[config.mk]
export PLATFORM = sky130hd
export DESIGN_NAME = pipe_hazard_ctrl
export DESIGN_NICKNAME = d
export VERILOG_FILES = /design/src/rtl/pipe_hazard_ctrl.sv
export SDC_FILE = /design/constraint.sdc
export NUM_CORES = 1
export LEC_CHECK = 0
export CORE_ASPECT_RATIO = 2
export CORE_MARGIN = 3
export CORE_UTILIZATION = 35
export CTS_CLUSTER_SIZE = 25
export DETAILED_ROUTE_END_ITERATION = 12
export HOLD_SLACK_MARGIN = 0.02
export PLACE_DENSITY = 0.68
export SLEW_MARGIN = 20
export SYNTH_ARGS = -nofsm -noshare
export SYNTH_HDL_FRONTEND = slang
export SYNTH_SLANG_ARGS = --single-unit
export TNS_END_PERCENT = 100
[constraint.sdc]
create_clock -name clk -period 4.18 [get_ports clk]
set_input_delay 0.836 -clock clk [delete_from_list [all_inputs] [get_ports clk]]
set_output_delay 0.836 -clock clk [all_outputs]
set_load 0.01 [all_outputs]
[src/rtl/pipe_hazard_ctrl.sv]
// pipe_hazard_ctrl: stall/flush sequencer for the 5-stage pipeline (load-use, branch, memory wait, interrupt entry).
// Optional stall-cycle counter enabled by defining HAZARD_STALL_STATS_EN.
module pipe_hazard_ctrl #(
  parameter int REG_AW       = 3,
  parameter int MEM_TIMEOUT  = 64,
  parameter int DRAIN_CYCLES = 3
) (
  input  logic              clk,
  input  logic              rst,
  input  logic [REG_AW-1:0] d_src1,
  input  logic              d_src1_vld,
  input  logic [REG_AW-1:0] d_src2,
  input  logic              d_src2_vld,
  input  logic [REG_AW-1:0] e_dst,
  input  logic              e_mem_rd,
  input  logic              e_branch_taken,
  input  logic              m_busy,
  input  logic              irq,
  output logic              pc_en,
  output logic              fd_en,
  output logic              de_en,
  output logic              em_en,
  output logic              mw_en,
  output logic              fd_flush,
  output logic              de_flush,
  output logic              mw_flush,
  output logic              irq_ack,
  output logic              mem_err,
  output logic [2:0]        state,
  output logic [15:0]       stall_cycles
);
  localparam int WW = $clog2(MEM_TIMEOUT + 1);
  localparam int DW = $clog2(DRAIN_CYCLES + 1);
  typedef enum logic [2:0] {RUN = 3'd0, MEM_WAIT = 3'd1, IRQ_DRAIN = 3'd2, IRQ_ACK = 3'd3, HALT = 3'd4} state_e;
  state_e        state_q, state_d;
  logic [WW-1:0] wait_q, wait_d;
  logic [DW-1:0] drain_q, drain_d;
  logic          mem_err_q, mem_err_d;
  logic          lu, br;
  assign lu = e_mem_rd & ((d_src1_vld & (d_src1 == e_dst)) | (d_src2_vld & (d_src2 == e_dst)));
  assign br = e_branch_taken;
  always_comb begin
    state_d   = state_q;
    wait_d    = '0;
    drain_d   = drain_q;
    mem_err_d = mem_err_q;
    {pc_en, fd_en, de_en, em_en, mw_en} = '1;
    {fd_flush, de_flush, mw_flush, irq_ack} = '0;
    case (state_q)
      HALT: begin
        {pc_en, fd_en, de_en, em_en} = '0;
        mw_flush = 1'b1;
      end
      IRQ_ACK: begin
        irq_ack = 1'b1;
        state_d = RUN;
      end
      default: if (m_busy) begin
        {pc_en, fd_en, de_en, em_en} = '0;
        mw_flush  = 1'b1;
        wait_d    = wait_q + 1'b1;
        mem_err_d = mem_err_q | (wait_d == WW'(MEM_TIMEOUT));
        state_d   = (wait_d == WW'(MEM_TIMEOUT)) ? HALT : (state_q == IRQ_DRAIN) ? IRQ_DRAIN : MEM_WAIT;
      end else begin
        de_flush = br | lu;
        fd_en    = br | ~lu;
        if (state_q == IRQ_DRAIN) begin
          // a taken branch during drain advances the PC so its target becomes the return address
          pc_en    = br;
          fd_flush = br | ~lu;
          drain_d  = drain_q + 1'b1;
          state_d  = (drain_q == DW'(DRAIN_CYCLES - 1)) ? IRQ_ACK : IRQ_DRAIN;
        end else begin
          pc_en    = br | ~lu;
          fd_flush = br;
          drain_d  = '0;
          state_d  = (irq & ~br & ((state_q == MEM_WAIT) | ~lu)) ? IRQ_DRAIN : RUN;
        end
      end
    endcase
  end
  always_ff @(posedge clk) begin
    if (rst) begin
      state_q   <= RUN;
      wait_q    <= '0;
      drain_q   <= '0;
      mem_err_q <= 1'b0;
    end else begin
      state_q   <= state_d;
      wait_q    <= wait_d;
      drain_q   <= drain_d;
      mem_err_q <= mem_err_d;
    end
  end
  assign state   = state_q;
  assign mem_err = mem_err_q;
`ifdef HAZARD_STALL_STATS_EN
  logic [15:0] stall_q;
  always_ff @(posedge clk) begin
    if (rst) stall_q <= '0;
    else if (!pc_en && stall_q != 16'hFFFF) stall_q <= stall_q + 16'd1;
  end
  assign stall_cycles = stall_q;
`else
  assign stall_cycles = '0;
`endif
endmodule

After elaboration in Yosys (flattened, before gate mapping)
Cells that the tools add are included.
- add/subtract/negate cells: 2
- equal/unequal tests: 8
- muxes and demuxes: 23
- bitwise operators: 14
- reduce and logical (&&, ||, !) cells: 4
- operators with widths (operator ; count):
    two-way mux 1 bit ; 12
    two-way mux 2 bit ; 4
    case mux 1 bit (2 select lines) ; 4
    adder 7 x 1 -> 7 bit, second input constant ; 1
    equality test 7 bit, second input constant ; 1
    equality test 3 x 2 -> 1 bit, second input constant ; 2
    equality test 3 bit ; 2
    two-way mux 3 bit ; 2
    case mux 3 bit (2 select lines) ; 1
    bitwise AND 1 bit ; 5
    OR 1 bit ; 5
    NOT 1 bit ; 4
    AND reduction 2 bit ; 2
    OR reduction 4 bit ; 1
    equality test 3 x 1 -> 1 bit, second input constant ; 1
    equality test 3 bit, second input constant ; 1
    adder 2 x 1 -> 2 bit, second input constant ; 1
    equality test 2 bit, second input constant ; 1
    OR reduction 2 bit ; 1
- register bits after elaboration: 13
- input bits: 17
- output and inout bits: 29

Depth between registers and ports, before layout
- depth after elaboration: 11
- depth in mapped cells: 6
- depth with buffers taken out: 5

Least setup slack after synthesis
OpenSTA, ideal clock, no wires.
- path type: input -> output
- start point: input port e_dst[0]
- end point: output port de_flush
- arrival: 1599 ps
- data required time: 3344 ps
- path slack: 1745 ps
- stages: 4
- path buffers: 0
- cells stage by stage: xnor2_1 nand4_1 a21boi_0 o21a_1
- word-level cells in the longest chain between the ends: 7
- elaborated cells between the ends (all ways): 9
- RTL lines (what ; line ; RTL):
    start, declared ; 14 ; input logic [REG_AW-1:0] e_dst,
    equality test 3 bit ; 40 ; assign lu = e_mem_rd & ((d_src1_vld & (d_src1 == e_dst)) | (d_src2_vld & (d_src2 == e_dst)));
    bitwise AND 1 bit ; 40 ;
    OR 1 bit * ; 40 ;
    bitwise AND 1 bit * ; 40 ;
    OR 1 bit * ; 65 ; de_flush = br | lu;
    two-way mux 1 bit * ; 58 ; default: if (m_busy) begin
    two-way mux 1 bit * ; 49 ; case (state_q)
    end, declared ; 25 ; output logic de_flush,
Mark *: on every way between the ends. The rest lies on a longest branch, timed or not.

Final worst setup path
Ends and elaborated chain as after synthesis.

==> run_results.csv <==
group,metric,value,unit
synth,synth_area,1000,um2
grt,grt_pass1_wl,3.57,mm
synth,async_reset_ff_share,0,%
die,rows,26,
run_status,run_status,"complete, no violations",
drt,post-route-drc-count,0,
placed_design,dp.final_hpwl,1.83,mm
setup_path,critPathKind,"in2out",
synth,ys_seq_area_share,26.0,%
power,p_leak,0.512,nW
cts,cts_num_sinks,13,
sta,maxSlewViolCount,0,
setup_path,crit_fanout,4,
run,cap_violations,0,
worst_hold_path,holdPathStages,2,
final_layout,final_common_cell,"clkdlybuf4s50_1",
grt,antenna_found_initial,0,
sta,fin_skew,0.00332,ns
die,core_area,2640,um2
die,start_util,38.0,%
cts,cts_root_buf,"clkbuf_8",
grt,use_met1,12.0,%
cts,cts.clk_slew.worst_paths,0.05,ns
synth,syn_inst,127,
synth,synth_flop_cell,"dfxtp_1",
drt,wirelength,2.25,mm
drt,dr_total_vias,928,
setup_path,arrival,2.71,ns
sta,finalHoldViolCount,0,
final_layout,diodes,0,
grt,overflow,0,
die,die_area,3580,um2
synth,yosys_register_bits,13,
cts,tritoncts,"built",
drt,final_antenna_net_count,0,
grt,grt_pass1_vias,818,
final_layout,n_fill_cell,259,
final_layout,areaGrowthSynthToFinish,24.6,%
final_layout,final_cell_mix,"clkdlybuf4s50_1 (28), conb_1 (17), nor2_1 (14), dfxtp_1 (13)",
die,ioPinCount,46,
final_layout,final_nets,172,
cts,ctsHoldBuffers,0,
final_layout,final_cell_count_no_fill,180,
cts,cts_made_buffers,3,
sta,min_period,3.55,ns
die,die_x,43.8,um
grt,grt_use_met3,2.63,%
grt,grt_max_degree,15,
synth,synth_edf_count,0,
cts,clock_latency,0.24,ns
sta,final.setup.tns,0,ns
grt,grt_use_total,13.1,%
synth,yosysUniqueCellTypes,38,
cts,cts_setup_buffers,0,
final_layout,drive_gt1_share,4.61,%
die,die_h,81.6,um
placed_design,routabilityCongestion,0.743,
drt,drt_pass1_iterations,4,
synth,synth_warnings,0,
setup_path,critPathRequiredTime,3.34,ns
setup_path,worstSetupEndpointType,"primary output",
sta,min_period_over_period,84.9,%
sta,setup_violations,0,
cts,post_cts_resized,0,
grt,grt-busiest-layer,"met2",
power,powerDensity,250,nW/um2
power,max-vdd-ir-drop,0.313,mV
sta,rsz0062_at_grt,"no",
cts,htreeDepth,1,
setup_path,rr_worst_depth,5,
setup_path,critPathLaunchType,"input pin",
cts,cts_buffer_depth,2,
placed_design,portBuffers,28,
sta,fmax,282,MHz
grt,grtUsageMet2,26.0,%
synth,syn_avg_cell_area,7.88,um2
drt,drt_iter0_markers,19,
placed_design,place_inst,176,
drt,via_per_inst,5.16,
worst_hold_path,hp-class,"reg2reg",
drt,wl_per_cell,12.5,um
==> cell type report <==
type | count | area, um2 | area share (%)
multi-input combinational | 101 | 604 | 48.4
sequential | 13 | 260 | 20.9
tap | 28 | 35.0 | 2.81
clock buffer | 4 | 45.0 | 3.61
inverter | 6 | 22.5 | 1.81
timing repair buffer | 28 | 280 | 22.5
==> power breakdown <==
group / switching (W) / internal [W] / total [W] / leakage (nW)
combinational: 0.0000332 / 0.0000368 / 0.0000699 / 0.384
clock: 0.0000435 / 0.0000673 / 0.000111 / 0.0228
sequential: 0.00000489 / 0.000126 / 0.000131 / 0.105
total: 0.0000816 / 0.000231 / 0.000312 / 0.512
==> per-layer routing <==
layer / part of all wire, % / wire, um
met3: 11 / 239
met2: 54 / 1230
met5: 0 / 0
met4: 1.6 / 37
met1: 33 / 749
==> critical path, stage by stage <==
cell and delay [ns]:
clkdlybuf4s50_1 0.51, xnor2_1 0.13, nand4_1 0.12, a21boi_0 0.42, o21a_1 0.17, clkdlybuf4s50_1 0.53
==> synth_stat cells, drive strengths merged, types with 2 or more instances <==
library cell	n	area share (%)
a211oi	2	1.5
a21oi	9	4.5
and2	2	1.2
and3	3	1.9
buf	22	17
conb	2	0.75
dfxtp	13	26
ha	2	2.5
inv	6	2.2
nand2	5	2.1
nand2b	2	1.2
nand3	3	1.5
nand4	4	2.5
nor2	14	5.2
nor3	3	2.6
o21ai	7	3.5
o31ai	2	1.5
xnor2	9	7.9
xor2	3	2.6
==> logic make-up after synthesis <==
logic type / synth area share [%]
adder cells (fa/ha/maj): 2.50
AND/OR/NAND/NOR: 24.3
XOR/XNOR: 10.5
buffers and inverters: 19.2
flip-flops: 26.0
other: 0.750
AO/OA/AOI/OAI: 16.7
==> state kept, by name, indices dropped and copies added, names as in the netlist <==
name,count
mem_err,1
state,3
drain_q,2
wait_q,7
==> final timing paths <==
check                                to                  from  slack [ns]
setup / recovery               de_flush              e_dst[0]        0.63
hold / removal     mem_err$_SDFFE_PP0P_  mem_err$_SDFFE_PP0P_        0.48
setup reg to reg  state[2]$_SDFFE_PP0N_  wait_q[0]$_SDFF_PP0_        2.62
hold reg to reg    mem_err$_SDFFE_PP0P_  mem_err$_SDFFE_PP0P_        0.48
==> through the flow <==
step	setup WS [ns]	total power [W]	hold slack (ns)	cell area [um2]	utilization [%]
after floorplan	1.74	0.000181	0.437	1060	-
after global placement	0.618	0.000203	0.459	1200	45.6
after detailed placement	0.593	0.000204	0.469	1200	45.6
after CTS	0.588	0.000313	0.481	1250	47.3
after global routing	0.458	0.000327	0.518	1250	47.3
final	0.630	0.000312	0.479	1250	47.3
Power figures use the tool's default switching activity.
